**config.mk**
```make
export PLATFORM = sky130hd
export DESIGN_NAME = queue_occupancy_counter_flat
export DESIGN_NICKNAME = d
export VERILOG_FILES = /design/src/rtl/queue_occupancy_counter_if.sv /design/src/rtl/queue_occupancy_counter.sv /design/src/flat_wrapper.sv
export SDC_FILE = /design/constraint.sdc
export NUM_CORES = 1
export LEC_CHECK = 0
export ABC_AREA = 1
export CORE_MARGIN = 2
export CORE_UTILIZATION = 43
export DETAILED_ROUTE_END_ITERATION = 8
export PLACE_DENSITY = 0.74
export REMOVE_ABC_BUFFERS = 1
export SLEW_MARGIN = 20
export SYNTH_ARGS = -nofsm -noshare
export SYNTH_HDL_FRONTEND = slang
export SYNTH_SLANG_ARGS = --single-unit
```
**constraint.sdc**
```tcl
create_clock -name clk -period 1.6 [get_ports clk]
set_clock_uncertainty 0.2 [all_clocks]
set_input_delay 0.24 -clock clk [delete_from_list [all_inputs] [get_ports clk]]
set_output_delay 0.24 -clock clk [all_outputs]
set_load 0.1 [all_outputs]
```
**src/rtl/queue_occupancy_counter_if.sv**
```systemverilog
// Sensor inputs and status outputs of the bank-queue occupancy counter.
// The sensor side is the master; the counter is the slave.
interface queue_occupancy_counter_if #(
   parameter int WIDTH = 3
);
   logic             arrive;
   logic             depart;
   logic             err_clr;
   logic [WIDTH-1:0] count;
   logic             empty;
   logic             almost_full;
   logic             full;
   logic             overflow_err;
   logic             underflow_err;

   modport master (
      output arrive, depart, err_clr,
      input  count, empty, almost_full, full, overflow_err, underflow_err
   );

   modport slave (
      input  arrive, depart, err_clr,
      output count, empty, almost_full, full, overflow_err, underflow_err
   );
endinterface

```
**src/rtl/queue_occupancy_counter.sv**
```systemverilog
// Saturating bank-queue occupancy counter with registered status and sticky error flags.
// Define QOCC_SYNC_EN to put a 2-flop synchroniser on arrive/depart (adds 2 clocks of latency).
module queue_occupancy_counter #(
   parameter int WIDTH       = 3,
   parameter int MAX_COUNT   = 7,
   parameter int ALMOST_FULL = 6
) (
   input  logic                       clk,
   input  logic                       reset,
   queue_occupancy_counter_if.slave   q
);
   localparam logic [WIDTH-1:0] MAX_C = WIDTH'(MAX_COUNT);
   localparam logic [WIDTH-1:0] AF_C  = WIDTH'(ALMOST_FULL);

   logic arrive_s, depart_s;

`ifdef QOCC_SYNC_EN
   logic [1:0] arr_sync_q, dep_sync_q;

   always_ff @(posedge clk or negedge reset) begin
      if (!reset) begin
         arr_sync_q <= '0;
         dep_sync_q <= '0;
      end else begin
         arr_sync_q <= {arr_sync_q[0], q.arrive};
         dep_sync_q <= {dep_sync_q[0], q.depart};
      end
   end

   assign arrive_s = arr_sync_q[1];
   assign depart_s = dep_sync_q[1];
`else
   assign arrive_s = q.arrive;
   assign depart_s = q.depart;
`endif

   logic             arrive_q, depart_q;
   logic [WIDTH-1:0] count_q, count_d;
   logic             empty_q, empty_d;
   logic             af_q, af_d;
   logic             full_q, full_d;
   logic             ovf_q, ovf_d;
   logic             unf_q, unf_d;
   logic             arr_p, dep_p, ovf_evt, unf_evt;

   always_comb begin
      arr_p   = arrive_s & ~arrive_q;
      dep_p   = depart_s & ~depart_q;
      count_d = count_q;
      ovf_evt = 1'b0;
      unf_evt = 1'b0;
      // Simultaneous arrival and departure cancel out, even at the limits.
      if (arr_p && !dep_p) begin
         if (count_q < MAX_C) count_d = count_q + 1'b1;
         else                 ovf_evt = 1'b1;
      end else if (dep_p && !arr_p) begin
         if (count_q != '0)   count_d = count_q - 1'b1;
         else                 unf_evt = 1'b1;
      end
      ovf_d   = ovf_evt | (ovf_q & ~q.err_clr);
      unf_d   = unf_evt | (unf_q & ~q.err_clr);
      empty_d = (count_d == '0);
      af_d    = (count_d >= AF_C);
      full_d  = (count_d == MAX_C);
   end

   always_ff @(posedge clk or negedge reset) begin
      if (!reset) begin
         arrive_q <= 1'b0;
         depart_q <= 1'b0;
         count_q  <= '0;
         empty_q  <= 1'b1;
         af_q     <= 1'b0;
         full_q   <= 1'b0;
         ovf_q    <= 1'b0;
         unf_q    <= 1'b0;
      end else begin
         arrive_q <= arrive_s;
         depart_q <= depart_s;
         count_q  <= count_d;
         empty_q  <= empty_d;
         af_q     <= af_d;
         full_q   <= full_d;
         ovf_q    <= ovf_d;
         unf_q    <= unf_d;
      end
   end

   assign q.count         = count_q;
   assign q.empty         = empty_q;
   assign q.almost_full   = af_q;
   assign q.full          = full_q;
   assign q.overflow_err  = ovf_q;
   assign q.underflow_err = unf_q;
endmodule
```
**src/flat_wrapper.sv**
```systemverilog
// flat-port wrapper written by rule: the top's interface ports become plain ports
module queue_occupancy_counter_flat 
#(
   parameter int WIDTH       = 3,
   parameter int MAX_COUNT   = 7,
   parameter int ALMOST_FULL = 6
)
  (clk, reset, q_arrive, q_depart, q_err_clr, q_count, q_empty, q_almost_full, q_full, q_overflow_err, q_underflow_err);
  queue_occupancy_counter_if #(.WIDTH(WIDTH)) q_i ();
  input  logic clk;
  input  logic reset;
  input wire logic [$bits(q_i.arrive)-1:0] q_arrive;
  input wire logic [$bits(q_i.depart)-1:0] q_depart;
  input wire logic [$bits(q_i.err_clr)-1:0] q_err_clr;
  output wire logic [$bits(q_i.count)-1:0] q_count;
  output wire logic [$bits(q_i.empty)-1:0] q_empty;
  output wire logic [$bits(q_i.almost_full)-1:0] q_almost_full;
  output wire logic [$bits(q_i.full)-1:0] q_full;
  output wire logic [$bits(q_i.overflow_err)-1:0] q_overflow_err;
  output wire logic [$bits(q_i.underflow_err)-1:0] q_underflow_err;
  assign q_i.arrive = q_arrive;
  assign q_i.depart = q_depart;
  assign q_i.err_clr = q_err_clr;
  assign q_count = q_i.count;
  assign q_empty = q_i.empty;
  assign q_almost_full = q_i.almost_full;
  assign q_full = q_i.full;
  assign q_overflow_err = q_i.overflow_err;
  assign q_underflow_err = q_i.underflow_err;
  queue_occupancy_counter #(.WIDTH(WIDTH), .MAX_COUNT(MAX_COUNT), .ALMOST_FULL(ALMOST_FULL)) u_core (.clk(clk), .reset(reset), .q(q_i));
endmodule
```
After elaboration in Yosys (flattened, before gate mapping) --
Cells that the tools add are included.
Cells by class: add/sub/neg operators 2, order comparisons 2, equality and inequality tests 1, mux-type cells 9, bitwise logic cells 9, reductions and logical operators 6
Operators with widths (number):
- $mux 3 | 4
- $mux 1 | 5
- $and 1x1->1 | 4
- $add 3x1->3 const B | 1
- $eq 3x3->1 const B | 1
- $ge 3x3->1 const B | 1
- $logic_not 3->1 | 1
- $lt 3x3->1 const B | 1
- $not 1->1 | 3
- $reduce_bool 3->1 | 1
- $sub 3x1->3 const B | 1
- $logic_and 1x1->1 | 2
- $logic_not 1->1 | 2
- $or 1x1->1 | 2
Word-level totals: flip-flop bits (word level) 10, bits of input ports 5, output and inout port bits 8, word-level logic and storage cells 37

Longest topological paths before layout --
Gate-level depths: netlist (run 1).
word-level depth 7, mapped depth 10, mapped depth without buffers 10

Worst setup path after synthesis (run 1) --
OpenSTA, ideal clock, no wires.
kind reg-to-reg, from register u_core.count_q[0] (netlist: u_core.q.count[0]), to register u_core.full_q (netlist: u_core.q.full), arrival time 1.995 ns, data required time 1.331 ns, path slack -0.664 ns, cell stages (with the launch flop) 10, buffers on the path 0, cells stage by stage dfrtp_1 > inv_1 > ha_1 > nand2_4 > nand3_2 > nand2_1 > nand3_1 > nand2_2 > nand2_1 > nor2_2
Between the ends: cells in the longest elaborated chain, start to end 5, elaborated cells on any way between the ends 9, those cells by class 2 x add/sub; 1 x order compare; 1 x eq/ne; 4 x mux; 1 x reduce/logical
RTL lines:
- from (decl) | RTL line queue_occupancy_counter.sv:38 | logic [WIDTH-1:0] count_q, count_d;
- from (signal assigned) | RTL line queue_occupancy_counter.sv:80 | count_q <= count_d;
- $sub 3x1->3 or $reduce_bool 3->1 (tied branches) | RTL line queue_occupancy_counter.sv:57 | if (count_q != '0) count_d = count_q - 1'b1;
- $mux 3 | RTL line queue_occupancy_counter.sv:57
- $mux 3 | RTL line queue_occupancy_counter.sv:56 | end else if (dep_p && !arr_p) begin
- $mux 3 * | RTL line queue_occupancy_counter.sv:53 | if (arr_p && !dep_p) begin
- net u_core.count_d[1] | RTL line queue_occupancy_counter.sv:38
- $eq 3x3->1 * | RTL line queue_occupancy_counter.sv:64 | full_d = (count_d == MAX_C);
- net u_core.full_d | RTL line queue_occupancy_counter.sv:41 | logic full_q, full_d;
- to (signal assigned) | RTL line queue_occupancy_counter.sv:83 | full_q <= full_d;
- to (decl) | RTL line queue_occupancy_counter.sv:41
Mark *: on every way through the listed nets, which the timed path passes. The rest lies on a longest branch.

Worst setup path after layout (run 1) --
from register u_core.count_q[0] (netlist: u_core.q.count[0]), to register u_core.af_q (netlist: u_core.q.almost_full)
Between the ends: cells in the longest elaborated chain, start to end 5, elaborated cells on any way between the ends 9, those cells by class 2 x add/sub; 2 x order compare; 4 x mux; 1 x reduce/logical
RTL lines:
- $sub 3x1->3 or $reduce_bool 3->1 (tied branches) | RTL line queue_occupancy_counter.sv:57
- $mux 3 | RTL line queue_occupancy_counter.sv:57
- $mux 3 | RTL line queue_occupancy_counter.sv:56
- $mux 3 * | RTL line queue_occupancy_counter.sv:53
- net u_core.count_d[2] | RTL line queue_occupancy_counter.sv:38
- $ge 3x3->1 * | RTL line queue_occupancy_counter.sv:63 | af_d = (count_d >= AF_C);
- net u_core.af_d | RTL line queue_occupancy_counter.sv:40 | logic af_q, af_d;
- to (signal assigned) | RTL line queue_occupancy_counter.sv:73 | af_q <= 1'b0;
- to (signal assigned) | RTL line queue_occupancy_counter.sv:82 | af_q <= af_d;
- to (decl) | RTL line queue_occupancy_counter.sv:40
Marks and branches as above.

==> results_dict.tcl, run 1 <==
set metrics [dict create \
    setup_viol 0 \
    dp_cells 105 \
    vias 555 \
    period_minus_slack_ps 1540 \
    grt_max_degree 11 \
    fmax_mhz 649 \
    clk_latency_ps 270 \
    worstPathMaxFanout 4 \
    ios 13 \
    fin_crit_sh_pct 96.3 \
    post-dp-hpwl_um 988 \
    core_um2 1320 \
    drtIter0Drc 9 \
    via_per_inst 4.96 \
    wirelength_um 1420 \
    synth_area_um2 614 \
    diodes 0 \
    cts.sinks 10 \
    gr-usage-all-layers_pct 16.9 \
    register_area_um2 251 \
    cts_max_level 1 \
    synth.top_cell.area_share_pct 36.7 \
    synth-seq-cells 10 \
    ys_types 20 \
    slew_violations 0 \
    syn_inst 72 \
    cts_tree "yes" \
    hp-class "primary input to asynchronous set/reset pin" \
    drc 0 \
    status "complete, no violations" \
    hold_viol_final 0 \
    ant_nets 0 \
    grt_pass1_vias 504 \
    clkTransAtPathRegs_ps 70 \
    dp_slack_ps -154 \
    stdcell_count 112 \
    clk_path_buf_depth 2 \
    row_count 13 \
    multi_input_area_um2 362 \
    hold-worst-slack_ps 75.7 \
    worstMarginPinSlew_ps 452 \
    max-cap-violations 0 \
    end_kind "flop" \
    startpoint_type "flop" \
    ys_seq_area_share_pct 40.9 \
    root_buffer "clkbuf_4" \
    routedWlPerCell_um 12.7 \
    fin_nets 106 \
    cts_buffers 3 \
    grt_pass1_wl_um 2180 \
    yosysTopAreaCell "dfrtp_1" \
    max_slew_margin_pct 69.8 \
    cp.arrival_ps 1560 \
    gp_congestion 0.910 \
    syn_avg_cell_area_um2 8.53 \
    syn2layout_area_growth_pct 64.8 \
    worst-setup-path-type "flop to flop" \
    drt_pass1_iterations 4 \
    drive_above_1_share_pct 48.5 \
    io_buffers 12 \
    die_w_um 41.8 \
    grt_antenna_before_repair 0 \
    synth.top_cells.by_area "dfrtp_1 37%, inv_1 7.9%, nand2_1 7.9%, ha_1 6.1%, nand2_4 5.5%" \
    num-fill-cells 79 \
    ys_warn_count 0 \
    die_area_um2 1750 \
    initial_core_util_pct 46.6 \
    fin_ws_ps 59.6 \
    required_ps 1620 \
    overflow 0 \
    die_y_um 41.8 \
]
## registers in the layout (all words and copies together), names as in the netlist
| register | flops |
|---|---|
| u_core.q.count | 3 |
| u_core.arrive_q | 1 |
| u_core.depart_q | 1 |
| u_core.q.almost_full | 1 |
| u_core.q.empty | 1 |
| u_core.q.full | 1 |
| u_core.q.overflow_err | 1 |
| u_core.q.underflow_err | 1 |
## worst max-delay path: stages (launching register included)
cell and delay [ps]:
dfrtp_1 400, buf_6 130, ha_2 180, xnor2_2 140
a21oi_2 180, inv_2 60, o21ai_4 60, nand2_1 70
inv_1 50
## layout make-up
type | count | share of cell area, %
multi-input combinational | 46 | 35.7
timing repair buffer | 21 | 28.1
sequential | 10 | 24.8
inverter | 16 | 5.93
clock buffer | 4 | 3.58
tap | 15 | 1.85
## metal layers
metal  track usage (%)  up-vias  share of wire, %
met5                 0        -                 0
met2              25.9       13                51
li1                  -      276                 -
met3              6.96        4               3.8
met1              19.7      262                43
met4              9.68        0               1.8
## layout by cell type (no fill, tap or decap)
cell type / count
nand2_1: 12
inv_1: 10
dfrtp_1: 9
buf_12: 8
inv_2: 6
nand3_1: 5
buf_4: 5
nand2_2: 4
nor2_4: 3
nand2_4: 3
nand4_1: 3
nor2_1: 3
clkbuf_4: 3
clkdlybuf4s50_1: 3
buf_6: 3
nand3_2: 2
o21ai_0: 2
ha_4: 2
nand3b_4: 1
xnor2_2: 1
a21oi_2: 1
o21ai_4: 1
o22ai_1: 1
nor2_2: 1
ha_2: 1
clkbuf_8: 1
dlygate4sd3_1: 1
dlymetal6s2s_1: 1
dfstp_2: 1
## Yosys cell counts
library cell and instances:
inv_1 13, nor2_2 1, inv_2 3, a21oi_2 1
o21ai_2 1, nand2_4 3, nor2_1 3, xnor2_1 1
nand2_2 3, nor2_4 3, nand4_1 3, o22ai_1 1
ha_1 3, nand3b_2 1, nand2_1 13, dfstp_2 1
dfrtp_1 9, nand3_2 1, nand3_1 6, o21ai_0 2
## path summary, 6_finish.rpt
check | from | endpoint | slack (ps) | cells past startpoint
worst max-delay path | u_core.q.count[0] | u_core.q.almost_full | 60 | 8
worst min-delay path | reset | u_core.q.overflow_err | 80 | 1
worst max register to register | u_core.q.count[0] | u_core.q.almost_full | 60 | 8
worst min register to register | u_core.q.underflow_err | u_core.q.underflow_err | 380 | 2
max in group asynchronous | reset | u_core.q.empty | 780 | 1
min in group clk | q_depart | u_core.q.underflow_err | 270 | 5
## per-stage QoR
step	utilization [%]	TNS [ps]	cell area, um2
5_1_grt	76.8	-18.0	1010
6_report	76.8	0	1010
4_1_cts	69.4	0	915
3_3_place_gp	66.7	-479	878
2_1_floorplan	-	-4330	614
3_5_place_dp	66.7	-581	878
## kinds of logic (layout without fill, tap and decap cells)
logic type,after synthesis,in the layout,share of synthesized area (%)
AOI/OAI and AO/OA,5,5,5.50
xor gates and xnor gates,1,1,1.43
adders and majority gates,3,3,6.11
buffers and inverters,16,41,9.78
DFF,10,10,40.9
and+or+nand+nor,37,37,36.3
## timing repair
| item | 4_1_cts | 5_1_grt |
|---|---|---|
| gates resized for setup | 0 | 17 |
| endpoints found under the hold margin | 0 | 1 |
| buffers inserted | 0 | 2 |
| hold buffers | 0 | 1 |
| setup endpoints to repair | 0 | 3 |
Power of run 1 is not shown: default switching activity piles up to over one toggle a cycle in this logic, so the estimate is an artifact.
==> inputs of run 2 (changes only) <==
Clock period 1.6 ns to 1.4 ns, I/O delays scaled along.
==> results_dict.tcl, run 2 (synthesis gave the netlist of run 1 again) <==
set metrics [dict create \
    status "finished with violations" \
    layout_commonest_cell "inv_1" \
    core_um2 1320 \
    root_buffer "clkbuf_4" \
    syn2layout_area_growth_pct 70.5 \
    max-cap-violations 0 \
    cts_hold_buf 0 \
    cts.sinks 10 \
    required_ps 1410 \
    cp-startpoint "u_core.q.count[1]" \
    drive_above_1_share_pct 52.0 \
    hold_viol_final 0 \
    critical-path-top-delay-family "flip-flops" \
    clk_latency_ps 270 \
    grt_max_degree 11 \
    post-dp-hpwl_um 1060 \
    period_minus_slack_ps 1520 \
    overflow 0 \
    die_y_um 41.8 \
    largest_register_ffs 3 \
    die_w_um 41.8 \
    fin_crit_sh_pct 108 \
    max_slew_margin_pct 84.0 \
    worst-setup-path-type "flop to flop" \
    drtIter0Drc 17 \
    hp-class "primary input to flop" \
    cts_tree "yes" \
    cts_max_level 1 \
    routedWlPerCell_um 13.3 \
    vias 558 \
    cp_cell_sequence "buf_6 > ha_4 > xnor2_4 > a21oi_2 > inv_1 > o21ai_2 > nand2_1 > inv_1" \
    fmax_mhz 659 \
    dp_slack_ps -373 \
    ant_nets 0 \
    diodes 0 \
    dp_cells 108 \
    stdcell_count 113 \
    via_per_inst 4.94 \
    cp.buffers_inverters 3 \
    setup_viol 7 \
    path_common_cell "inv_1" \
    gp_congestion 0.900 \
    final_cell_mix "11 x inv_1, 10 x nand2_1, 8 x buf_12, 8 x dfrtp_1, 6 x nand2_2" \
    clk_path_buf_depth 2 \
    cp.arrival_ps 1530 \
    min_from "q_depart" \
    wirelength_um 1500 \
    rsz0062_at_grt "true" \
    drc 0 \
    cts_buffers 3 \
    cp_slowest_cell "dfrtp_1" \
    slowest_delay_ps 410 \
    die_area_um2 1750 \
    fin_nets 107 \
    row_count 13 \
    startpoint_type "flop" \
    gr-usage-all-layers_pct 20.0 \
    violations "negative setup slack" \
    r2r_start "u_core.q.count[1]" \
    ios 13 \
    end_kind "flop" \
    slew_violations 0 \
    worstMarginPinSlew_ps 238 \
    clkTransAtPathRegs_ps 70 \
    drt_pass1_iterations 4 \
    grt_pass1_wl_um 2540 \
    fin_ws_ps -118 \
    io_buffers 12 \
    grt_pass1_vias 546 \
    worstPathMaxFanout 4 \
    grt_antenna_before_repair 0 \
    initial_core_util_pct 46.6 \
]
## run 2: layout make-up
| cell class | instances | area, um2 |
|---|---|---|
| Clock buffer | 4 | 36.3 |
| Fill cell | 77 | 270 |
| Inverter | 16 | 60.1 |
| Multi-Input combinational cell | 46 | 388 |
| Sequential cell | 10 | 253 |
| Tap cell | 15 | 18.8 |
| Timing Repair Buffer | 22 | 292 |
## run 2: worst paths after layout
| path | end | slack [ps] | cells past startpoint |
|---|---|---|---|
| min reg2reg | u_core.q.underflow_err | 370 | 2 |
| max | u_core.q.almost_full | -120 | 8 |
| min | u_core.depart_q | 30 | 1 |
| max reg2reg | u_core.q.almost_full | -120 | 8 |
| max in group asynchronous | u_core.q.empty | 730 | 2 |
| min in group asynchronous | u_core.arrive_q | 40 | 2 |
## run 2: layer usage
| layer | vias up | track usage, % | share of wire [%] |
|---|---|---|---|
| met4 | 0 | 11.6 | 5.3 |
| met5 | - | 0 | 0 |
| li1 | 278 | - | - |
| met2 | 19 | 32.5 | 48 |
| met1 | 253 | 24.2 | 41 |
| met3 | 8 | 4.35 | 5.1 |
## run 2: through the flow
step	hold WS (ps)	util (%)	instance area, um2	setup TNS [ps]
CTS	25.5	78.4	1030	-586
global placement	317	68.4	901	-1580
global route	45.9	79.5	1050	-1000
floorplan	-286	-	614	-5930
finish	33.0	79.5	1050	-580
detailed placement	340	68.4	901	-1870
## run 2: timing repair
action                     CTS  global route
pin swaps                    5             2
setup endpoints to repair    8            10
setup buffers                1             0
resized for setup           20             4
## run 2: worst reg2reg max path, cell delays in order, from the launching register on
cell and delay (ps):
dfrtp_1 410, buf_6 150, ha_4 170, xnor2_4 130, a21oi_2 150, inv_1 70
o21ai_2 70, nand2_1 70, inv_1 40
Power of run 2 is left out for the same reason.
==> inputs of run 3 (changes only) <==
Settings changed: PLACE_DENSITY 0.74 to 0.82, SKIP_LAST_GASP set to 1.
==> results_dict.tcl, run 3 (synthesis gave the netlist of run 1 again) <==
set metrics [dict create \
    worstMarginPinSlew_ps 457 \
    drtIter0Drc 27 \
    io_buffers 12 \
    reg2reg_to "u_core.q.full" \
    grt_pass1_wl_um 2740 \
    row_count 13 \
    drc 0 \
    end_kind "flop" \
    cts_hold_buf 0 \
    grt.busiest_layer "met2" \
    max-cap-violations 0 \
    hp-class "primary input to flop" \
    rsz0062_at_grt "true" \
    status "finished with violations" \
    violations "negative setup slack" \
    layout_commonest_cell "inv_1" \
    overflow 0 \
    cp-startpoint "u_core.q.count[0]" \
    grt_antenna_before_repair 0 \
    fmax_mhz 654 \
    ios 13 \
    ant_nets 0 \
    r2r_start "u_core.q.count[0]" \
    largest_register_ffs 3 \
    startpoint_type "flop" \
    syn2layout_area_growth_pct 72.1 \
    worst-setup-path-type "flop to flop" \
    die_area_um2 1750 \
    hold-worst-slack_ps 12.7 \
    worstPathMaxFanout 2 \
    cts_buffers 3 \
    grt_pass1_vias 616 \
    rrSetupSlack_ps -130 \
    die_y_um 41.8 \
    clkTransAtPathRegs_ps 70 \
    cp.arrival_ps 1530 \
    cts_tree "yes" \
    slew_violations 0 \
    r2r_cells 9 \
    clk_latency_ps 270 \
    post-dp-hpwl_um 1080 \
    max_slew_margin_pct 69.5 \
    grtUsageMet1_pct 22.6 \
    grt_use_met2_pct 38.4 \
    fin_ws_ps -128 \
    wirelength_um 1760 \
    clk_path_buf_depth 2 \
    period_minus_slack_ps 1530 \
    cp-endpoint "u_core.q.full" \
    met3_usage_pct 7.39 \
    drive_above_1_share_pct 51.5 \
    core_um2 1320 \
    diodes 0 \
    grt_max_degree 11 \
    setup_viol 9 \
    fin_crit_sh_pct 109 \
    vias 612 \
    fin_nets 108 \
    gp_congestion 0.826 \
    drt_pass1_iterations 5 \
    via_per_inst 5.37 \
    gr-usage-all-layers_pct 21.8 \
    dp_cells 105 \
    cts_max_level 1 \
    stdcell_count 114 \
    initial_core_util_pct 46.6 \
    num-fill-cells 83 \
    cts.sinks 10 \
    routedWlPerCell_um 15.5 \
    required_ps 1400 \
    root_buffer "clkbuf_4" \
    utilization_pct 80.2 \
    final_cell_mix "11 x inv_1, 10 x nand2_1, 9 x buf_12, 9 x dfrtp_1, 8 x buf_6" \
    hold_viol_final 0 \
    die_w_um 41.8 \
]
==> run 3: repair_timing <==
item | 4_1_cts | 5_1_grt
pin swaps | 12 | 6
gates resized for setup | 16 | 8
endpoints found under the setup margin | 7 | 9
buffers inserted | 4 | 1
==> run 3: routing by layer <==
layer,vias to the layer above,wire length [um]
li1,277,-
met1,287,647
met2,38,913
met3,10,129
met4,0,74
met5,-,0
==> run 3: critical path, cell delays in order, from the launching register on <==
cell and delay [ps]:
dfrtp_1 400, inv_2 100, buf_6 120, ha_4 130, nand3_1 80, nand2_1 100
nand2_2 70, nor2_2 110, nor2_1 60, nor2_2 110
==> run 3: area by class of cell <==
class	instances	area (um2)	share of cell area (%)
Clock buffer	4	36.3	3.43
Inverter	16	60.1	5.68
Sequential cell	10	251	23.8
Timing Repair Buffer	23	324	30.7
Multi-Input combinational cell	46	367	34.7
Tap cell	15	18.8	1.78
==> run 3: worst min path at each step <==
stage | from | to | slack, ps | cells past startpoint
floorplan | reset | u_core.arrive_q | -290 | 0
global placement | reset | u_core.depart_q | 350 | 1
detailed placement | u_core.q.underflow_err | u_core.q.underflow_err | 360 | 2
CTS | q_depart | u_core.depart_q | 10 | 1
global route | q_depart | u_core.depart_q | 10 | 1
finish | q_depart | u_core.depart_q | 10 | 1
==> run 3: per-stage QoR <==
stage               setup TNS [ps]  worst slack (ps)  area, um2
finish                        -699              -128       1060
detailed placement           -1740              -356        878
floorplan                    -5930              -864        614
global placement             -1480              -316        878
CTS                           -633              -102       1020
global route                 -1260              -215       1060
Power of run 3 is left out for the same reason.
